[config.mk]
export PLATFORM = sky130hd
export DESIGN_NAME = proc_io_resp
export DESIGN_NICKNAME = d
export VERILOG_FILES = /design/src/rtl/proc_io_resp_pkg.sv /design/src/rtl/io_fifo.sv /design/src/rtl/proc_io_resp.sv
export SDC_FILE = /design/constraint.sdc
export NUM_CORES = 1
export LEC_CHECK = 0
export CELL_PAD_IN_SITES_DETAIL_PLACEMENT = 2
export CELL_PAD_IN_SITES_GLOBAL_PLACEMENT = 2
export CORE_AREA = 2 2 205 227
export CTS_CLUSTER_SIZE = 30
export DETAILED_ROUTE_END_ITERATION = 8
export DIE_AREA = 0 0 207 229
export PLACE_DENSITY_LB_ADDON = 0.1
export SLEW_MARGIN = 20
export SYNTH_ARGS = -nofsm -noshare
export SYNTH_HDL_FRONTEND = slang
export SYNTH_HIERARCHICAL = 1
export SYNTH_SLANG_ARGS = --single-unit
[constraint.sdc]
create_clock -name clk -period 2.3 [get_ports clk]
set_clock_uncertainty 0.1 [all_clocks]
set_input_delay 0.46 -clock clk [delete_from_list [all_inputs] [get_ports clk]]
set_output_delay 0.46 -clock clk [all_outputs]
set_load 0.005 [all_outputs]
[src/rtl/proc_io_resp_pkg.sv]
// Shared constants and width helpers for the processor IO responder.
// A FIFO entry packs the output address above the data word.
package proc_io_resp_pkg;

    localparam int NUBITS_DEF = 16;
    localparam int NUIOIN_DEF = 8;
    localparam int NUIOOU_DEF = 8;
    localparam int ODEPTH_DEF = 4;

    // Address width for n items, never narrower than one bit.
    function automatic int io_aw(input int n);
        return (n > 1) ? $clog2(n) : 1;
    endfunction

endpackage

[src/rtl/io_fifo.sv]
// Synchronous FIFO with occupancy count. Pushes are dropped when full,
// unless a pop in the same cycle makes room.
module io_fifo
    import proc_io_resp_pkg::*;
#(
    parameter int W     = 24,
    parameter int DEPTH = ODEPTH_DEF,
    parameter int AW    = io_aw(DEPTH),
    parameter int CW    = $clog2(DEPTH) + 1
) (
    input  logic          clk,
    input  logic          rst_n,
    input  logic          push,
    input  logic [W-1:0]  push_dat,
    input  logic          pop,
    output logic [W-1:0]  pop_dat,
    output logic          full,
    output logic          empty,
    output logic [CW-1:0] count
);

    logic [W-1:0]  mem_r [DEPTH];
    logic [AW-1:0] wr_ptr_r;
    logic [AW-1:0] rd_ptr_r;
    logic [CW-1:0] cnt_r;
    logic          do_pop_s;
    logic          do_push_s;

    assign full      = (cnt_r == CW'(DEPTH));
    assign empty     = (cnt_r == {CW{1'b0}});
    assign count     = cnt_r;
    assign pop_dat   = mem_r[rd_ptr_r];
    assign do_pop_s  = pop && !empty;
    assign do_push_s = push && (!full || do_pop_s);

    // Storage write; cleared on reset so the head reads zero afterwards.
    always_ff @(posedge clk or negedge rst_n) begin
        if (!rst_n) begin
            for (int i = 0; i < DEPTH; i++) begin
                mem_r[i] <= {W{1'b0}};
            end
        end else if (do_push_s) begin
            mem_r[wr_ptr_r] <= push_dat;
        end
    end

    // Pointer and occupancy tracking; power-of-2 depth wraps naturally.
    always_ff @(posedge clk or negedge rst_n) begin
        if (!rst_n) begin
            wr_ptr_r <= {AW{1'b0}};
            rd_ptr_r <= {AW{1'b0}};
            cnt_r    <= {CW{1'b0}};
        end else begin
            if (do_push_s) begin
                wr_ptr_r <= wr_ptr_r + AW'(1);
            end
            if (do_pop_s) begin
                rd_ptr_r <= rd_ptr_r + AW'(1);
            end
            case ({do_push_s, do_pop_s})
                2'b10:   cnt_r <= cnt_r + CW'(1);
                2'b01:   cnt_r <= cnt_r - CW'(1);
                default: cnt_r <= cnt_r;
            endcase
        end
    end

endmodule

[src/rtl/proc_io_resp.sv]
// Peripheral-side responder for the processor IO bus: per-channel input
// holding registers for reads, shared {addr,data} FIFO for writes.
module proc_io_resp
    import proc_io_resp_pkg::*;
#(
    parameter int NUBITS = NUBITS_DEF,
    parameter int NUIOIN = NUIOIN_DEF,
    parameter int NUIOOU = NUIOOU_DEF,
    parameter int ODEPTH = ODEPTH_DEF,
    parameter int IAW    = io_aw(NUIOIN),
    parameter int OAW    = io_aw(NUIOOU)
) (
    input  logic                     clk,
    input  logic                     rst,
    output logic [NUBITS-1:0]        io_in,
    input  logic [IAW-1:0]           addr_in,
    input  logic                     req_in,
    input  logic [NUBITS-1:0]        io_out,
    input  logic [OAW-1:0]           addr_out,
    input  logic                     out_en,
    input  logic [NUIOIN*NUBITS-1:0] ext_in_dat,
    input  logic [NUIOIN-1:0]        ext_in_vld,
    output logic [NUIOIN-1:0]        ext_in_rdy,
    output logic [NUBITS-1:0]        ext_out_dat,
    output logic [OAW-1:0]           ext_out_addr,
    output logic                     ext_out_vld,
    input  logic                     ext_out_rdy,
    output logic [NUIOIN-1:0]        in_udf,
    output logic                     out_ovf,
    output logic [$clog2(ODEPTH):0]  out_cnt
);

    localparam int EW = OAW + NUBITS;

    logic [NUBITS-1:0] hold_s [NUIOIN];
    logic [NUIOIN-1:0] full_s;
    logic [NUIOIN-1:0] udf_s;
    logic [NUIOIN-1:0] rd_sel_s;
    logic [EW-1:0]     head_s;
    logic              fifo_full_s;
    logic              fifo_empty_s;
    logic              out_ovf_r;

    for (genvar gi = 0; gi < NUIOIN; gi++) begin : g_ch
        logic [NUBITS-1:0] hold_r;
        logic              full_r;
        logic              udf_r;

        assign rd_sel_s[gi] = req_in && (addr_in == IAW'(gi));
        assign hold_s[gi]   = hold_r;
        assign full_s[gi]   = full_r;
        assign udf_s[gi]    = udf_r;

        // Load only into an empty register, so a load never meets a pop here.
        always_ff @(posedge clk or negedge rst) begin
            if (!rst) begin
                hold_r <= {NUBITS{1'b0}};
                full_r <= 1'b0;
                udf_r  <= 1'b0;
            end else begin
                if (ext_in_vld[gi] && !full_r) begin
                    hold_r <= ext_in_dat[gi*NUBITS +: NUBITS];
                    full_r <= 1'b1;
                end else if (rd_sel_s[gi] && full_r) begin
                    full_r <= 1'b0;
                end
                if (rd_sel_s[gi] && !full_r) begin
                    udf_r <= 1'b1;
                end
            end
        end
    end

    assign ext_in_rdy = ~full_s;
    assign in_udf     = udf_s;

    // Zero-latency read mux; unpopulated channel addresses read as zero.
    always_comb begin
        io_in = {NUBITS{1'b0}};
        if (int'(addr_in) < NUIOIN) begin
            io_in = hold_s[addr_in];
        end else begin
            io_in = {NUBITS{1'b0}};
        end
    end

    io_fifo #(
        .W     (EW),
        .DEPTH (ODEPTH)
    ) u_fifo (
        .clk      (clk),
        .rst_n    (rst),
        .push     (out_en),
        .push_dat ({addr_out, io_out}),
        .pop      (ext_out_rdy),
        .pop_dat  (head_s),
        .full     (fifo_full_s),
        .empty    (fifo_empty_s),
        .count    (out_cnt)
    );

    assign ext_out_vld  = !fifo_empty_s;
    assign ext_out_addr = head_s[EW-1 -: OAW];
    assign ext_out_dat  = head_s[NUBITS-1:0];
    assign out_ovf      = out_ovf_r;

    // Sticky overflow: a full FIFO with a draining consumer still has room.
    always_ff @(posedge clk or negedge rst) begin
        if (!rst) begin
            out_ovf_r <= 1'b0;
        end else if (out_en && fifo_full_s && !ext_out_rdy) begin
            out_ovf_r <= 1'b1;
        end
    end

endmodule

==> flow_metrics.py, run 1 <==
metrics = {
    "timing": {
        "fin_crit_sh_pct": 108,
        "max_slew.worst_pin.slew_ps": 465,
        "worst_slack_ps": -188,
        "relSlewSlack_pct": 69.0,
        "rsz0062_at_grt": "true",
        "max_freq_mhz": 402,
        "setup_viol": 35,
        "slew_violations": 0,
        "final_hold_viol_count": 0,
        "fin_crit_ps": 2490,
    },
    "global_route": {
        "antenna_found_initial": 6,
        "grt_use_total_pct": 15.5,
        "grt_max_degree": 59,
        "grt_pass1_vias": 7896,
        "gr-total-overflow": 0,
        "grt_pass1_wl_um": 54200,
    },
    "clock_tree": {
        "cts_tree": "done",
        "clockRootBuffer": "clkbuf_16",
        "htreeDepth": 1,
        "clockBufferDepth": 3,
        "clk_latency_ps": 560,
        "cts_sinks": 228,
        "clk_pin_slew_ps": 60,
        "cts_buffers": 29,
    },
    "synth": {
        "synth_area_um2": 10300,
        "ys_warn_count": 6,
        "yosys_register_bits": 228,
        "synth_flop_cell": "dfrtp_1",
        "synth_edf_count": 0,
        "synth_nets": 796,
        "ys_seq_area_share_pct": 55.5,
        "syn_inst": 627,
        "syn_area_per_cell_um2": 16.4,
        "synth.distinct_cells": 33,
        "async_reset_ff_share_pct": 100,
    },
    "placed_design": {
        "placed_cells": 1435,
        "io_buffers": 218,
        "dpl_cell_area_um2": 13500,
        "gp_congestion": 0.761,
        "hpwl_um": 27300,
    },
    "routing": {
        "viasPerCell": 4.33,
        "routed_wl_um": 36400,
        "ant_nets": 0,
        "drt-initial-drc-count": 202,
        "num_vias": 6520,
        "wl_per_cell_um": 24.2,
        "drc": 0,
        "drtPass1Iterations": 4,
    },
    "final_layout": {
        "fill_cells": 4643,
        "drive_above_1_share_pct": 47.7,
        "final_common_cell": "dfrtp_1",
        "design_area_um2": 14700,
        "multi_input_area_um2": 4240,
        "final_net_count": 1062,
        "final_cell_mix": "dfrtp_1 (222), mux2_2 (205), clkdlybuf4s50_1 (179)",
        "layout.cells.non_filler": 1506,
        "regArea_um2": 5710,
        "areaGrowthSynthToFinish_pct": 42.7,
    },
    "power_and_ir_drop": {
        "clkPwrFrac_pct": 26.9,
        "p_leak_uw": 0.00602,
        "p_int_uw": 12600,
        "ir_drop_uv": 568,
        "power.density_nw_per_um2": 1210,
        "netSwitchingFraction_pct": 29.0,
        "p_sw_uw": 5130,
        "combPwrFrac_pct": 34.6,
        "p_seq_share_pct": 38.5,
    },
    "worst_setup_path": {
        "arrival_ps": 1930,
        "crit_type": "flop to output pin",
        "end_kind": "output pin",
        "worstPathRequired_ps": 1740,
        "cp_max_fo": 2,
        "start_kind": "flop",
    },
    "die": {
        "core_area_um2": 45100,
        "num_rows": 82,
        "initial_core_util_pct": 22.8,
        "io_pins": 219,
        "dieHeight_um": 229,
        "die-area_um2": 47400,
        "die_w_um": 207,
    },
    "min_path": {
        "min_path_type": "primary input to flop",
    },
    "run": {
        "cap_violations": 0,
    },
    "run_status": {
        "violations": "setup timing",
        "status": "finished with violations",
    },
}
[stage by stage]
step | setup WS [ps] | power [uW] | util, % | hold WS, ps | setup TNS [ps]
after global routing | -244 | 18800 | 32.4 | 274 | -6240
final | -188 | 17700 | 32.5 | 267 | -3940
after CTS | -253 | 18200 | 32.4 | 244 | -6160
after floorplan | 72.2 | 9710 | - | 64.4 | 0
after detailed placement | -591 | 13000 | 29.9 | 331 | -9120
after global placement | -555 | 12700 | 29.9 | 320 | -8410
[state kept, by name, indices dropped and copies added, names as in the netlist]
name             flops
u_fifo/wr_ptr_r      2
out_ovf              1
u_fifo/count         3
g_ch.full_r          8
u_fifo/rd_ptr_r      2
g_ch.udf_r           8
g_ch.hold_r        128
u_fifo/mem_r        76
[worst paths after layout]
kind                                   start                 end  slack, ps  cells past startpoint
setup reg to reg             u_fifo/count[1]     u_fifo/count[2]        150                      8
max in group asynchronous                rst   g_ch[7].hold_r[8]        980                      3
hold reg to reg                g_ch[5].udf_r       g_ch[5].udf_r        370                      1
hold / removal                    addr_in[1]      g_ch[2].full_r        270                      3
setup / recovery           g_ch[6].hold_r[7]            io_in[7]       -190                      3
min in group asynchronous                rst  g_ch[1].hold_r[14]        330                      2
[cells by family (layout without fill, tap and decap cells)]
kind of cell	count (synthesis)	count (layout)	synth area share [%]
adder cells (fa/ha/maj)	6	6	0.804
other	0	3	0
AND/OR/NAND/NOR	35	35	1.95
multiplexers	273	273	36.4
buffers and inverters	61	349	3.35
XOR/XNOR	6	6	0.512
flip-flops	228	228	55.5
AO/OA/AOI/OAI	18	18	1.45
[area by class of cell]
type / instances / share of cell area (%)
diodes: 3 / 0.0512
clock buffers: 38 / 5.52
clock inverters: 15 / 1.31
inverters: 17 / 0.435
multi-input cells: 338 / 28.9
flip-flops and latches: 228 / 39.0
well taps: 588 / 5.02
repair buffers: 279 / 19.7
[synthesized netlist by cell type, drive strengths merged (2+ instances only)]
library cell	count	area [um2]
a21o	2	15.0
a31o	2	17.5
a31oi	2	12.5
a41o	2	20.0
a41oi	4	35.0
buf	36	250
clkbuf	8	30.0
dfrtp	228	5710
ha	5	62.6
inv	17	63.8
mux2	221	2490
mux4	51	1240
nand2	7	26.3
nor2	12	55.1
nor2b	10	62.6
o21bai	3	22.5
o41ai	2	17.5
xnor2	3	26.3
xor2	3	26.3
[power groups by stage]
stage	clock (uW)	sequential, uW	combinational (uW)
2_1_floorplan	0	6260	3450
3_3_place_gp	0	6800	5880
3_5_place_dp	0	6920	6060
4_1_cts	4960	6880	6320
5_1_grt	5110	7050	6640
6_report	4760	6810	6120
[critical path: stages, from the launching register on]
cell and delay (ps):
dfrtp_1 420, mux4_2 530, mux2_4 310, buf_6 120
[per-layer routing]
layer / track usage, % / part of all wire [%]
met5: 0 / 0.11
met4: 4.06 / 2.3
met1: 16.8 / 36
met3: 3.74 / 5.5
met2: 29.8 / 56
[what timing repair did]
action,4_1_cts,5_1_grt
gates resized for setup,213,4
hold buffers,1,0
cloned,1,0
pin swaps,0,1
hold endpoints to repair,48,0
setup buffers,13,2
endpoints found under the setup margin,36,36
Power figures use the tool's default switching activity.
==> run 2: changes to the inputs <==
--- a/config.mk
+++ b/config.mk
@@ -7,10 +7,10 @@
 export LEC_CHECK = 0
 export CELL_PAD_IN_SITES_DETAIL_PLACEMENT = 2
 export CELL_PAD_IN_SITES_GLOBAL_PLACEMENT = 2
-export CORE_AREA = 2 2 205 227
+export CORE_AREA = 5 5 208 230
 export CTS_CLUSTER_SIZE = 30
 export DETAILED_ROUTE_END_ITERATION = 8
-export DIE_AREA = 0 0 207 229
+export DIE_AREA = 0 0 213 235
 export PLACE_DENSITY_LB_ADDON = 0.1
 export SLEW_MARGIN = 20
 export SYNTH_ARGS = -nofsm -noshare
==> flow_metrics.py, run 2 (synthesis gave the netlist of run 1 again) <==
metrics = {
    "run_status": {
        "status": "finished with violations",
        "violations": "setup timing",
    },
    "timing": {
        "fin_crit_ps": 2470,
        "hold_slack_ps": 286,
        "worst_slack_ps": -173,
        "max_slew.worst_pin.slew_ps": 484,
        "rsz0062_at_grt": "true",
        "max_freq_mhz": 404,
        "final_hold_viol_count": 0,
        "fin_crit_sh_pct": 108,
        "relSlewSlack_pct": 67.7,
        "slew_violations": 0,
        "setup_viol": 35,
    },
    "global_route": {
        "grt_max_degree": 65,
        "gr-total-overflow": 0,
        "grt.busiest_layer": "met2",
        "grt_util_met3_pct": 3.68,
        "antenna_found_initial": 10,
        "grt_pass1_wl_um": 54500,
        "met1_usage_pct": 15.6,
        "grt_pass1_vias": 7903,
        "met2_usage_pct": 29.2,
        "grt_use_total_pct": 14.8,
    },
    "placed_design": {
        "hpwl_um": 28500,
        "pre_cts_ws_ps": -496,
        "gp_congestion": 0.808,
        "placed_cells": 1434,
        "io_buffers": 218,
    },
    "die": {
        "io_pins": 219,
        "die_w_um": 213,
        "dieHeight_um": 235,
        "num_rows": 82,
        "die-area_um2": 50100,
        "initial_core_util_pct": 22.7,
        "core_area_um2": 45200,
    },
    "final_layout": {
        "top_register": "g_ch.hold_r",
        "final_cell_mix": "dfrtp_1 (221), mux2_2 (205), clkdlybuf4s50_1 (179)",
        "drive_above_1_share_pct": 48.2,
        "areaGrowthSynthToFinish_pct": 43.0,
        "fin_util_pct": 32.5,
        "largest_reg_flops": 128,
        "layout.cells.non_filler": 1514,
        "final_common_cell": "dfrtp_1",
        "reg_top3": "g_ch.hold_r x128, u_fifo/mem_r x76",
        "fill_cells": 4604,
        "final_net_count": 1069,
    },
    "clock_tree": {
        "htreeDepth": 1,
        "clk_latency_ps": 550,
        "cts_sinks": 228,
        "clockRootBuffer": "clkbuf_16",
        "clockBufferDepth": 3,
        "cts_tree": "done",
        "clk_pin_slew_ps": 60,
        "cts_buffers": 29,
    },
    "routing": {
        "drc": 0,
        "drt-initial-drc-count": 198,
        "wl_per_cell_um": 25.1,
        "routed_wl_um": 38000,
        "viasPerCell": 4.31,
        "ant_nets": 0,
        "num_vias": 6528,
        "drtPass1Iterations": 5,
    },
    "run": {
        "cap_violations": 0,
    },
    "power_and_ir_drop": {
        "finalPower_uw": 17600,
        "power.density_nw_per_um2": 1200,
        "ir_drop_uv": 623,
        "p_leak_uw": 0.00605,
    },
    "worst_setup_path": {
        "worstPathRequired_ps": 1740,
        "end_kind": "output pin",
        "crit_type": "flop to output pin",
        "critPathLaunch": "u_fifo/rd_ptr_r[0]",
        "r2r_end": "u_fifo/count[2]",
        "arrival_ps": 1910,
        "cp-endpoint": "ext_out_dat[9]",
        "r2r_setup_slack_ps": 120,
        "timing.rr.start": "u_fifo/count[0]",
        "r2r_cells": 9,
        "start_kind": "flop",
        "cp_max_fo": 5,
    },
    "min_path": {
        "min_path_type": "primary input to flop",
    },
}
run 2: cell types whose count changed in the layout (fill, tap and decap cells not counted), sizes merged:
cell / previous run / this run
clkinv: 7 / 6
buf: 98 / 103
clkbuf: 38 / 45
bufinv: 4 / 3
clkinvlp: 2 / 1
inv: 19 / 18
run 2: routing by layer:
layer  up-vias  share of wire, %
met2       160                58
met3        43               5.7
met1      3428                35
met5         -              0.23
met4        14               1.5
li1       2883                 -
run 2: worst min path at each step:
stage                                    end  startpoint  cells after the start
after detailed placement  g_ch[0].hold_r[14]         rst                      1
after floorplan               g_ch[0].full_r         rst                      0
after global placement    g_ch[0].hold_r[14]         rst                      1
after CTS                     g_ch[6].full_r  addr_in[1]                      3
after global routing          g_ch[6].full_r  addr_in[1]                      3
final                         g_ch[6].full_r  addr_in[1]                      3
run 2: worst max-delay path, stage by stage, from the launching register on:
cell and delay (ps):
dfrtp_2 430, buf_6 150, buf_12 130, mux4_2 510, buf_6 130
run 2: what timing repair did:
action / in CTS / in global routing
hold buffers: 1 / 0
pin swaps: 0 / 2
endpoints found under the hold margin: 46 / 0
cloned: 2 / 1
gates resized for setup: 201 / 11
buffers inserted: 14 / 8
setup endpoints to repair: 36 / 36
run 2: area by class of cell:
| cell class | instances | area (um2) | area share [%] |
|---|---|---|---|
| Sequential cell | 228 | 5710 | 38.9 |
| Multi-Input combinational cell | 338 | 4250 | 28.9 |
| Antenna cell | 3 | 7.51 | 0.0511 |
| Tap cell | 588 | 736 | 5.01 |
| Timing Repair Buffer | 286 | 2910 | 19.8 |
| Clock buffer | 43 | 868 | 5.91 |
| Clock inverter | 11 | 136 | 0.929 |
| Inverter | 17 | 63.8 | 0.435 |
run 2: power breakdown:
group | internal, uW | switching (uW)
clock network | 2930 | 1780
registers | 5670 | 1210
logic | 3870 | 2150
run 2: per-stage QoR:
step	instance area, um2	TNS [ps]
2_1_floorplan	10300	0
3_5_place_dp	13500	-7320
6_report	14700	-4490
4_1_cts	14600	-7950
3_3_place_gp	13500	-6810
5_1_grt	14700	-7220
==> run 3: changes to the inputs <==
--- a/config.mk
+++ b/config.mk
@@ -7,13 +7,12 @@
 export LEC_CHECK = 0
 export CELL_PAD_IN_SITES_DETAIL_PLACEMENT = 2
 export CELL_PAD_IN_SITES_GLOBAL_PLACEMENT = 2
-export CORE_AREA = 5 5 208 230
+export CORE_AREA = 5 5 210 232
 export CTS_CLUSTER_SIZE = 30
 export DETAILED_ROUTE_END_ITERATION = 8
-export DIE_AREA = 0 0 213 235
-export PLACE_DENSITY_LB_ADDON = 0.1
+export DIE_AREA = 0 0 215 237
+export PLACE_DENSITY_LB_ADDON = 0.15
 export SLEW_MARGIN = 20
 export SYNTH_ARGS = -nofsm -noshare
 export SYNTH_HDL_FRONTEND = slang
-export SYNTH_HIERARCHICAL = 1
 export SYNTH_SLANG_ARGS = --single-unit
==> constraint.sdc (replaced) <==
create_clock -name clk -period 2.3 [get_ports clk]
set_clock_uncertainty 0.1 [all_clocks]
set_input_delay 0.23 -clock clk [delete_from_list [all_inputs] [get_ports clk]]
set_output_delay 0.23 -clock clk [all_outputs]
set_load 0.005 [all_outputs]
==> flow_metrics.py, run 3 <==
metrics = {
    "worst_setup_path": {
        "cp_max_fo": 4,
        "cp_common_cell": "buf_4",
        "start_kind": "flop",
        "crit_type": "flop to output pin",
        "arrival_ps": 1950,
        "crit_path_max_incr_delay_ps": 440,
        "crit_chain": "buf_4 -> buf_6 -> buf_4 -> mux4_2 -> buf_2",
        "end_kind": "output pin",
        "worstPathRequired_ps": 1970,
        "slowest_stage": "dfrtp_2",
    },
    "placed_design": {
        "dpl_cell_area_um2": 13800,
        "gp_congestion": 0.778,
        "io_buffers": 218,
        "pre_cts_ws_ps": -248,
        "hpwl_um": 26600,
    },
    "timing": {
        "slew_violations": 0,
        "rsz0062_at_grt": "true",
        "final_hold_viol_count": 0,
        "fin_crit_sh_pct": 99.0,
        "fin_crit_ps": 2280,
        "max_slew.worst_pin.slew_ps": 562,
        "worst_slack_ps": 23.5,
        "setup_viol": 0,
        "max_freq_mhz": 439,
        "relSlewSlack_pct": 62.4,
    },
    "routing": {
        "drc": 0,
        "routed_wl_um": 36000,
        "ant_nets": 0,
        "viasPerCell": 4.33,
        "drt-initial-drc-count": 188,
        "num_vias": 6865,
        "drtPass1Iterations": 4,
        "wl_per_cell_um": 22.7,
    },
    "synth": {
        "yosys_register_bits": 228,
        "ys_warn_count": 0,
        "synth.distinct_cells": 41,
        "syn_area_per_cell_um2": 15.2,
        "synth_common_cells": "dfrtp_1 (228), mux2_2 (189), mux2_4 (40)",
        "yosysTopAreaCellShare_pct": 54.7,
        "synth_flop_cell": "dfrtp_1",
        "yosysTopAreaCell": "dfrtp_1",
        "ys_seq_area_share_pct": 54.7,
        "synth_area_um2": 10400,
        "synthTopCellsByArea": "dfrtp_1 (55%), mux2_2 (20%), mux2_4 (5.8%)",
        "syn_inst": 688,
        "synthMostInstantiatedCell": "dfrtp_1",
        "synth_edf_count": 0,
        "synth_nets": 857,
        "async_reset_ff_share_pct": 100,
    },
    "clock_tree": {
        "cts_buffers": 30,
        "cts_tree": "done",
        "clk_latency_ps": 550,
        "clockBufferDepth": 3,
        "cts_sinks": 228,
        "htreeDepth": 1,
        "clockRootBuffer": "clkbuf_16",
        "clk_pin_slew_ps": 60,
    },
    "final_layout": {
        "reg_top3": "g_ch.hold_r x128, u_fifo.mem_r x76",
        "multi_input_area_um2": 4500,
        "largest_reg_flops": 128,
        "drive_above_1_share_pct": 44.6,
        "design_area_um2": 15000,
        "final_net_count": 1131,
        "regArea_um2": 5710,
        "final_cell_mix": "dfrtp_1 (226), mux2_2 (188), clkdlybuf4s50_1 (178)",
        "fin_util_pct": 32.4,
        "areaGrowthSynthToFinish_pct": 43.5,
        "final_common_cell": "dfrtp_1",
        "top_register": "g_ch.hold_r",
        "fill_cells": 4748,
    },
    "global_route": {
        "grt_pass1_vias": 8194,
        "gr-total-overflow": 0,
        "antenna_found_initial": 13,
        "grt_use_total_pct": 13.9,
        "grt_max_degree": 74,
        "grt_pass1_wl_um": 54200,
    },
    "run_status": {
        "status": "finished, final reports clean",
    },
    "die": {
        "dieHeight_um": 237,
        "initial_core_util_pct": 22.6,
        "die_w_um": 215,
        "io_pins": 219,
        "die-area_um2": 51000,
        "core_area_um2": 46200,
        "num_rows": 83,
    },
    "power_and_ir_drop": {
        "p_leak_uw": 0.00628,
        "power.density_nw_per_um2": 1320,
        "finalPower_uw": 19800,
        "ir_drop_uv": 585,
    },
    "run": {
        "cap_violations": 0,
    },
    "min_path": {
        "min_path_type": "primary input to flop",
    },
}
-- run 3: changes by cell type after synthesis, moves of 5 or more --
cell / before / now
o32ai_1: 0 / 8
mux2i_1: 1 / 10
mux2_4: 0 / 40
o22ai_1: 0 / 9
nor2_1: 8 / 2
o2bb2ai_1: 0 / 5
clkbuf_1: 8 / 15
mux4_1: 24 / 0
nand2_1: 7 / 14
nor2b_1: 10 / 15
buf_6: 8 / 1
a211oi_1: 0 / 12
mux2_2: 221 / 189
nand2b_1: 1 / 6
-- run 3: power breakdown --
part	total, uW	internal, uW	switching [uW]
sequential	7260	6080	1180
clock	4900	3070	1830
combinational	7630	4820	2810
total	19800	14000	5830
-- run 3: final timing paths --
check | from | slack [ps] | cells past startpoint | endpoint
worst max-delay path | u_fifo.rd_ptr_r[0] | 20 | 5 | ext_out_dat[15]
worst min-delay path | addr_in[0] | 190 | 4 | g_ch[5].udf_r
worst max register to register | u_fifo.count[1] | 130 | 8 | u_fifo.count[2]
worst min register to register | g_ch[6].udf_r | 370 | 1 | g_ch[6].udf_r
max in group asynchronous | rst | 950 | 3 | g_ch[0].hold_r[2]
min in group asynchronous | rst | 200 | 3 | g_ch[0].hold_r[0]
-- run 3: layer usage --
layer | global-route usage [%] | share of wire (%)
met1 | 16.6 | 41
met2 | 25.0 | 51
met3 | 4.30 | 6.5
met4 | 2.77 | 1.4
met5 | 0 | 0.26
-- run 3: cell families after synthesis --
family	Yosys count	synth area share, %
muxes	265	32.7
xor gates and xnor gates	6	0.504
buffers and inverters	67	3.61
AOI/OAI and AO/OA	60	4.35
adders and majority gates	6	0.791
and+or+nand+nor	56	3.38
DFF	228	54.7
-- run 3: timing repair --
action	CTS	global route
buffers inserted	13	1
endpoints found under the setup margin	36	14
pin swaps	2	0
gates resized for setup	126	11
hold endpoints to repair	228	0
gates cloned	1	0
hold buffers	2	0
-- run 3: metrics by stage --
stage	std cells	setup TNS, ps	hold WS, ps
4_1_cts	1580	-303	145
6_report	1585	0	188
2_1_floorplan	688	0	-166
5_1_grt	1578	-250	156
3_3_place_gp	1511	-1420	-24.9
3_5_place_dp	1511	-2190	-24.7
-- run 3: worst max-delay path: cells and delay by family (launching register included) --
family | cells | cell delay [ps]
buffers and inverters | 4 | 530
flip-flops | 1 | 440
multiplexers | 1 | 430
-- run 3: cell type report --
class,count,area share [%]
multi-input combinational,393,30.1
antenna,7,0.117
timing repair buffer,292,19.4
sequential,228,38.1
clock buffer,45,6.13
clock inverter,8,0.810
inverter,17,0.451
tap,595,4.97
